$ cat config.mk
export PLATFORM = sky130hd
export DESIGN_NAME = condlogic_stage
export DESIGN_NICKNAME = d
export VERILOG_FILES = /design/src/rtl/condlogic_stage.sv
export SDC_FILE = /design/constraint.sdc
export NUM_CORES = 1
export LEC_CHECK = 0
export CAP_MARGIN = 20
export CORE_MARGIN = 4
export CORE_UTILIZATION = 33
export DETAILED_ROUTE_END_ITERATION = 12
export PLACE_DENSITY = 0.72
export RECOVER_POWER = 50
export SLEW_MARGIN = 15
export SYNTH_ARGS = -nofsm -noshare
export SYNTH_HDL_FRONTEND = slang
export SYNTH_SLANG_ARGS = --single-unit
$ cat constraint.sdc
create_clock -name clk -period 2.3 [get_ports clk]
set_clock_uncertainty 0.05 [all_clocks]
set_input_delay 0.69 -clock clk [delete_from_list [all_inputs] [get_ports clk]]
set_output_delay 0.69 -clock clk [all_outputs]
set_load 0.005 [all_outputs]
$ cat src/rtl/condlogic_stage.sv
// condlogic_stage
//   Execute-stage condition check and flag register for a pipelined
//   ARM-style core. The condition field of the Execute instruction is
//   evaluated against the architectural flags. The instruction "commits"
//   only when its condition passes and the stage is neither stalled nor
//   flushed. A committing instruction may update the N/Z and/or C/V
//   halves of the flag register, and its side-effecting controls are
//   registered into the Memory stage.
//
// Ports
//   clk, rst_n    clock, asynchronous active-low reset
//   CondE         condition field of the Execute instruction
//   ALUFlags      {N,Z,C,V} produced by the ALU for that instruction
//   FlagWriteE    [1] update N,Z ; [0] update C,V
//   PCSrcE, RegWriteE, MemWriteE, NoWriteE   raw decoder controls
//   StallE        Execute held this cycle (bubble into Memory)
//   FlushE        Execute instruction killed this cycle
//   Flags         architectural {N,Z,C,V}
//   CondExE       combinational condition-pass
//   PCSrcM, RegWriteM, MemWriteM   gated controls in the Memory stage
module condlogic_stage #(
    parameter logic [3:0] FLAG_RESET = 4'b0000
) (
    input  logic       clk,
    input  logic       rst_n,
    input  logic [3:0] CondE,
    input  logic [3:0] ALUFlags,
    input  logic [1:0] FlagWriteE,
    input  logic       PCSrcE,
    input  logic       RegWriteE,
    input  logic       MemWriteE,
    input  logic       NoWriteE,
    input  logic       StallE,
    input  logic       FlushE,
    output logic [3:0] Flags,
    output logic       CondExE,
    output logic       PCSrcM,
    output logic       RegWriteM,
    output logic       MemWriteM
);

    typedef struct packed {
        logic pcsrc;
        logic regwrite;
        logic memwrite;
    } mctrl_t;

    logic   n, z, c, v;
    logic   commit;
    mctrl_t mctrl_d, mctrl_q;

    assign {n, z, c, v} = Flags;

    // Condition uses the registered flags, so a flag-setting instruction
    // affects the following instruction one cycle later.
    always_comb begin
        CondExE = 1'b0;
        case (CondE)
            4'b0000: CondExE = z;
            4'b0001: CondExE = ~z;
            4'b0010: CondExE = c;
            4'b0011: CondExE = ~c;
            4'b0100: CondExE = n;
            4'b0101: CondExE = ~n;
            4'b0110: CondExE = v;
            4'b0111: CondExE = ~v;
            4'b1000: CondExE = c & ~z;
            4'b1001: CondExE = ~c | z;
            4'b1010: CondExE = ~(n ^ v);
            4'b1011: CondExE = n ^ v;
            4'b1100: CondExE = ~z & ~(n ^ v);
            4'b1101: CondExE = z | (n ^ v);
            4'b1110: CondExE = 1'b1;
            default: CondExE = 1'b0;
        endcase
    end

    // Stall and flush both turn the instruction into a bubble.
    assign commit = CondExE & ~StallE & ~FlushE;

    always_comb begin
        mctrl_d          = '0;
        mctrl_d.pcsrc    = PCSrcE & commit;
        mctrl_d.regwrite = RegWriteE & ~NoWriteE & commit;
        mctrl_d.memwrite = MemWriteE & commit;
    end

    // N/Z and C/V halves carry separate enables so an instruction can
    // update either or both.
    always_ff @(posedge clk or negedge rst_n) begin
        if (!rst_n) begin
            Flags <= FLAG_RESET;
        end else begin
            if (commit && FlagWriteE[1]) Flags[3:2] <= ALUFlags[3:2];
            if (commit && FlagWriteE[0]) Flags[1:0] <= ALUFlags[1:0];
        end
    end

    always_ff @(posedge clk or negedge rst_n) begin
        if (!rst_n) mctrl_q <= '0;
        else        mctrl_q <= mctrl_d;
    end

    assign PCSrcM    = mctrl_q.pcsrc;
    assign RegWriteM = mctrl_q.regwrite;
    assign MemWriteM = mctrl_q.memwrite;

endmodule

After elaboration in Yosys (flattened, before gate mapping)

Index checks and enable logic that the tools add are counted.

Add/sub/neg operators: 0
Multipliers: 0
Div/mod/pow operators: 0
Magnitude comparators: 0
Equality and inequality tests: 14
Shift operators: 0
Muxes and demuxes: 1
Bitwise gates (word level): 19
Reduce and logical (&&, ||, !) cells: 3

Operator list:

| operator                                      | count |
|---|---|
| == test 4 bit, second input constant          | 7 |
| == test 4 x 3 -> 1 bit, second input constant | 4 |
| one-hot mux 1 bit (15 select lines)           | 1 |
| AND 1 bit                                     | 8 |
| == test 4 x 2 -> 1 bit, second input constant | 2 |
| NOT 1 bit                                     | 8 |
| == test 4 x 1 -> 1 bit, second input constant | 1 |
| logical NOT 4 bit                             | 1 |
| logical AND 1 bit                             | 2 |
| bitwise OR 1 bit                              | 2 |
| XOR 1 bit                                     | 1 |

Flip-flop bits (word level): 7
Bits in latches: 0
Bits in writable memories: 0
Memory bits (read-only): 0
Input port bits: 18
Word-level logic and storage cells: 42
Memories: 0

Depth between registers and ports, before layout

Word-level depth: 7
Gate-level depth with buffers: 6
Depth with buffers taken out: 5

Least setup slack after synthesis

OpenSTA, ideal clock, no wires.

Kind: input-to-output
From: in CondE[2]
To: out CondExE
Arrival time: 1609 ps
Path slack: -49 ps
Stages on the path: 5
Cells stage by stage: buf_6 > mux2_4 > a211oi_2 > o221ai_2 > o21a_2

Word-level cells in the longest chain between the ends: 2
Elaborated cells between the ends (all ways): 16
Those cells by class: 14 x eq/ne; 1 x mux; 1 x reduce/logical

Ends and longest elaborated chain:

| element                                     | RTL line | RTL |
|---|---|---|
| start: declaration                          | 26       | `input logic [3:0] CondE,` |
| == test 4 bit, or another cell as far along | 58       | `case (CondE)` |
| one-hot mux 1 bit (15 select lines) *       | 58       |  |
| end: declaration                            | 36       | `output logic CondExE,` |

Every way passes the cells marked *; elsewhere a longest branch is shown, timed or not.

Worst setup path after layout

From: in CondE[0]
To: out CondExE

The elaborated chain is that of the path after synthesis.

==> impl_results.md <==
* Sequential area share after synthesis at 35.4%
* Synth unique cells at 29
* Slew @ Worst Pin at 339 ps
* Mapped Cells at 46
* Chip width at 46.8 um
* Post-route clock period utilization at 107%
* Setup slack, reg-to-reg at 230 ps
* Count leader, synth: dfrtp_1
* WL/cell at 13.1 um
* CP startpoint: CondE[0]
* Vias in the first global route at 537
* Ys Warns at 0
* Layout cells sized above 1 at 34.9%
* Fin. Hold Viols at 0
* Hold Crit Depth at 2
* Sequential share of power at 31.5%
* Mapped Area at 495 um^2
* Switching Fraction at 31.5%
* Crit path required time at 1560 ps
* Post-DP HPWL at 1090 um
* Status: finished, violations left
* Worst skew pair latency at 250 ps
* Synth area leader: dfrtp_1
* Fin crit period at 2470 ps
* Antenna Nets Post-Route at 0
* Routability Congestion at 0.872
* Reg2Reg Depth at 7
* Clock power frac at 17.8%
* IO Count at 26
* Grt ovf at 0
* Post-synth EDFFs at 0
* Net Count, Synth at 64
* Final WL at 1330 um
* Overall power consumption at 0.619 mW
* RSZ-0062 raised after global routing: yes
* Relative slew slack at 77.3%
* Hold_buf cts at 0
* Hold path endpoint: Flags[1]
* Main synth FF type: dfrtp_1
* Worst Hold Class: reg -> reg
* Site row count at 13
* Power Density at 684 nW/um^2
* Pint at 0.424 mW
* Largest cells by area after synthesis: dfrtp_1 35%, mux2_1 9.1%, o2111ai_1 3.5%
* DR DRC count at 0
* Final net count at 105
* Pre-CTS setup slack at -1040 ps
* Crit-path max FO at 3
* First-pass GRT wire length at 2260 um
* Total clock sinks at 7
* Violated checks: negative setup slack
* Worst Hold Launch: Flags[1]
* Total vias in the final route at 523
* Root Buffer: clkbuf_4
* Die outline height at 46.8 um
* Largest net degree at the start of global routing at 9
* Syn Area/Cell at 10.8 um^2
* Final Max Tran Viols at 0
* Type of origin of the critical path: input pin
* # setup viols final at 1
* Worst EP arrival at 1730 ps
* P_leak at 0.418 nW
* Finished layout cell area at 905 um^2
* Top cells by count, synth: 7 x dfrtp_1, 4 x mux2_1, 3 x inv_1, 3 x nor2_1
* VDD IR-drop max at 0.517 mV
* DP Area at 830 um^2
* Initial antenna violation count at 0
* Logic pwr share at 50.7%
* Maximum clock rate at 405 MHz
* Via-to-Cell Ratio at 5.18
* Reg-to-Reg Start: Flags[3]
* Antenna diodes at 0
* Post-synthesis register bit count at 7
* Initial DRC Count at 8
* Core outline area at 1350 um^2
* Area grow syn2layout at 82.6%
* Setup crit end kind: output port
* Slack of the critical path at -167 ps
* Port bufs at 25
* Clk slew on worst S/H paths at 50 ps
* H-Tree Depth at 1
* FFs w/ async S/R, synth at 100%
* Net Switching at 0.195 mW
* Clock Path Buffers at 2
* Critical path class: in -> out
* 1st-pass router iterations at 2
* Reg2reg end: Flags[0]
* Die ar. at 2190 um^2
* Fillers at 115
* Gr usage total at 15.1%
* CTS tree: done
* Initial Util at 36.7%
* TritonCTS Buffers at 3
* Top-area cell type share of the netlist area at 35.4%
* Maxcap violations at 0
[kinds of logic after synthesis]
| family | count (synthesis) | synth area share (%) |
|---|---|---|
| compound gates | 14 | 25.3 |
| simple gates | 13 | 18.2 |
| flops | 7 | 35.4 |
| mux | 5 | 12.1 |
| buf+inv | 5 | 5.55 |
| xor+xnor | 2 | 3.54 |
[stage by stage]
step / setup TNS, ps / hold WS [ps] / std cells / util (%)
6_report: -167 / 614 / 101 / 67.0
5_1_grt: -221 / 674 / 101 / 67.0
4_1_cts: -201 / 617 / 100 / 64.3
2_1_floorplan: -14.5 / 344 / 46 / -
3_5_place_dp: -3750 / 591 / 94 / 61.4
3_3_place_gp: -3410 / 586 / 94 / 61.4
[registers in the layout, indices dropped and copies added, names as in the netlist]
register	flops
RegWriteM	1
PCSrcM	1
Flags	4
MemWriteM	1
[routing by layer]
layer | share of wire [%] | vias up | global-route usage, % | routed length, um
met5 | 0 | - | 0 | 0
li1 | - | 262 | - | -
met2 | 47 | 25 | 25.3 | 621
met3 | 12 | 4 | 3.45 | 159
met4 | 2.0 | 0 | 11.6 | 27
met1 | 39 | 232 | 16.4 | 519
[worst max-delay path: stages]
cell           delay (ps)
dlygate4sd2_1         260
xor2_1                160
a21oi_2               180
o2bb2ai_1             100
o21a_2                230
buf_6                 110
[placed cells by master, fill, tap and decap left out, types with 2 or more instances in the layout]
master	instances
clkdlybuf4s50_1	16
buf_4	13
dfrtp_1	7
mux2_1	4
clkbuf_4	4
dlygate4sd3_1	4
inv_1	3
nor2_1	3
nand2_1	2
and3_1	2
o2111ai_1	2
[worst max path at each step]
stage,to
final,CondExE
after global routing,CondExE
after CTS,CondExE
after detailed placement,CondExE
after global placement,CondExE
after floorplan,CondExE
[timing repair]
| action | in CTS | in global routing |
|---|---|---|
| gates resized for setup | 23 | 5 |
| setup endpoints to repair | 5 | 1 |
| pin swaps | 6 | 3 |
| endpoints found under the hold margin | 0 | 0 |
| gates cloned | 0 | 0 |
| setup buffers | 2 | 1 |
[power by group through the flow]
stage	clock network, mW	registers (mW)	logic [mW]
floorplan	0	0.191	0.119
global placement	0	0.193	0.276
detailed placement	0	0.193	0.283
CTS	0.114	0.192	0.292
global route	0.122	0.201	0.343
finish	0.110	0.195	0.314
[final cells by class]
class / count / area, um^2 / share of cell area, %
repair buffers: 38 / 350 / 38.7
multi-input cells: 34 / 323 / 35.7
flip-flops and latches: 7 / 175 / 19.4
clock buffers: 4 / 26.3 / 2.90
well taps: 15 / 18.8 / 2.07
inverters: 3 / 11.3 / 1.24
Power figures use the tool's default switching activity.
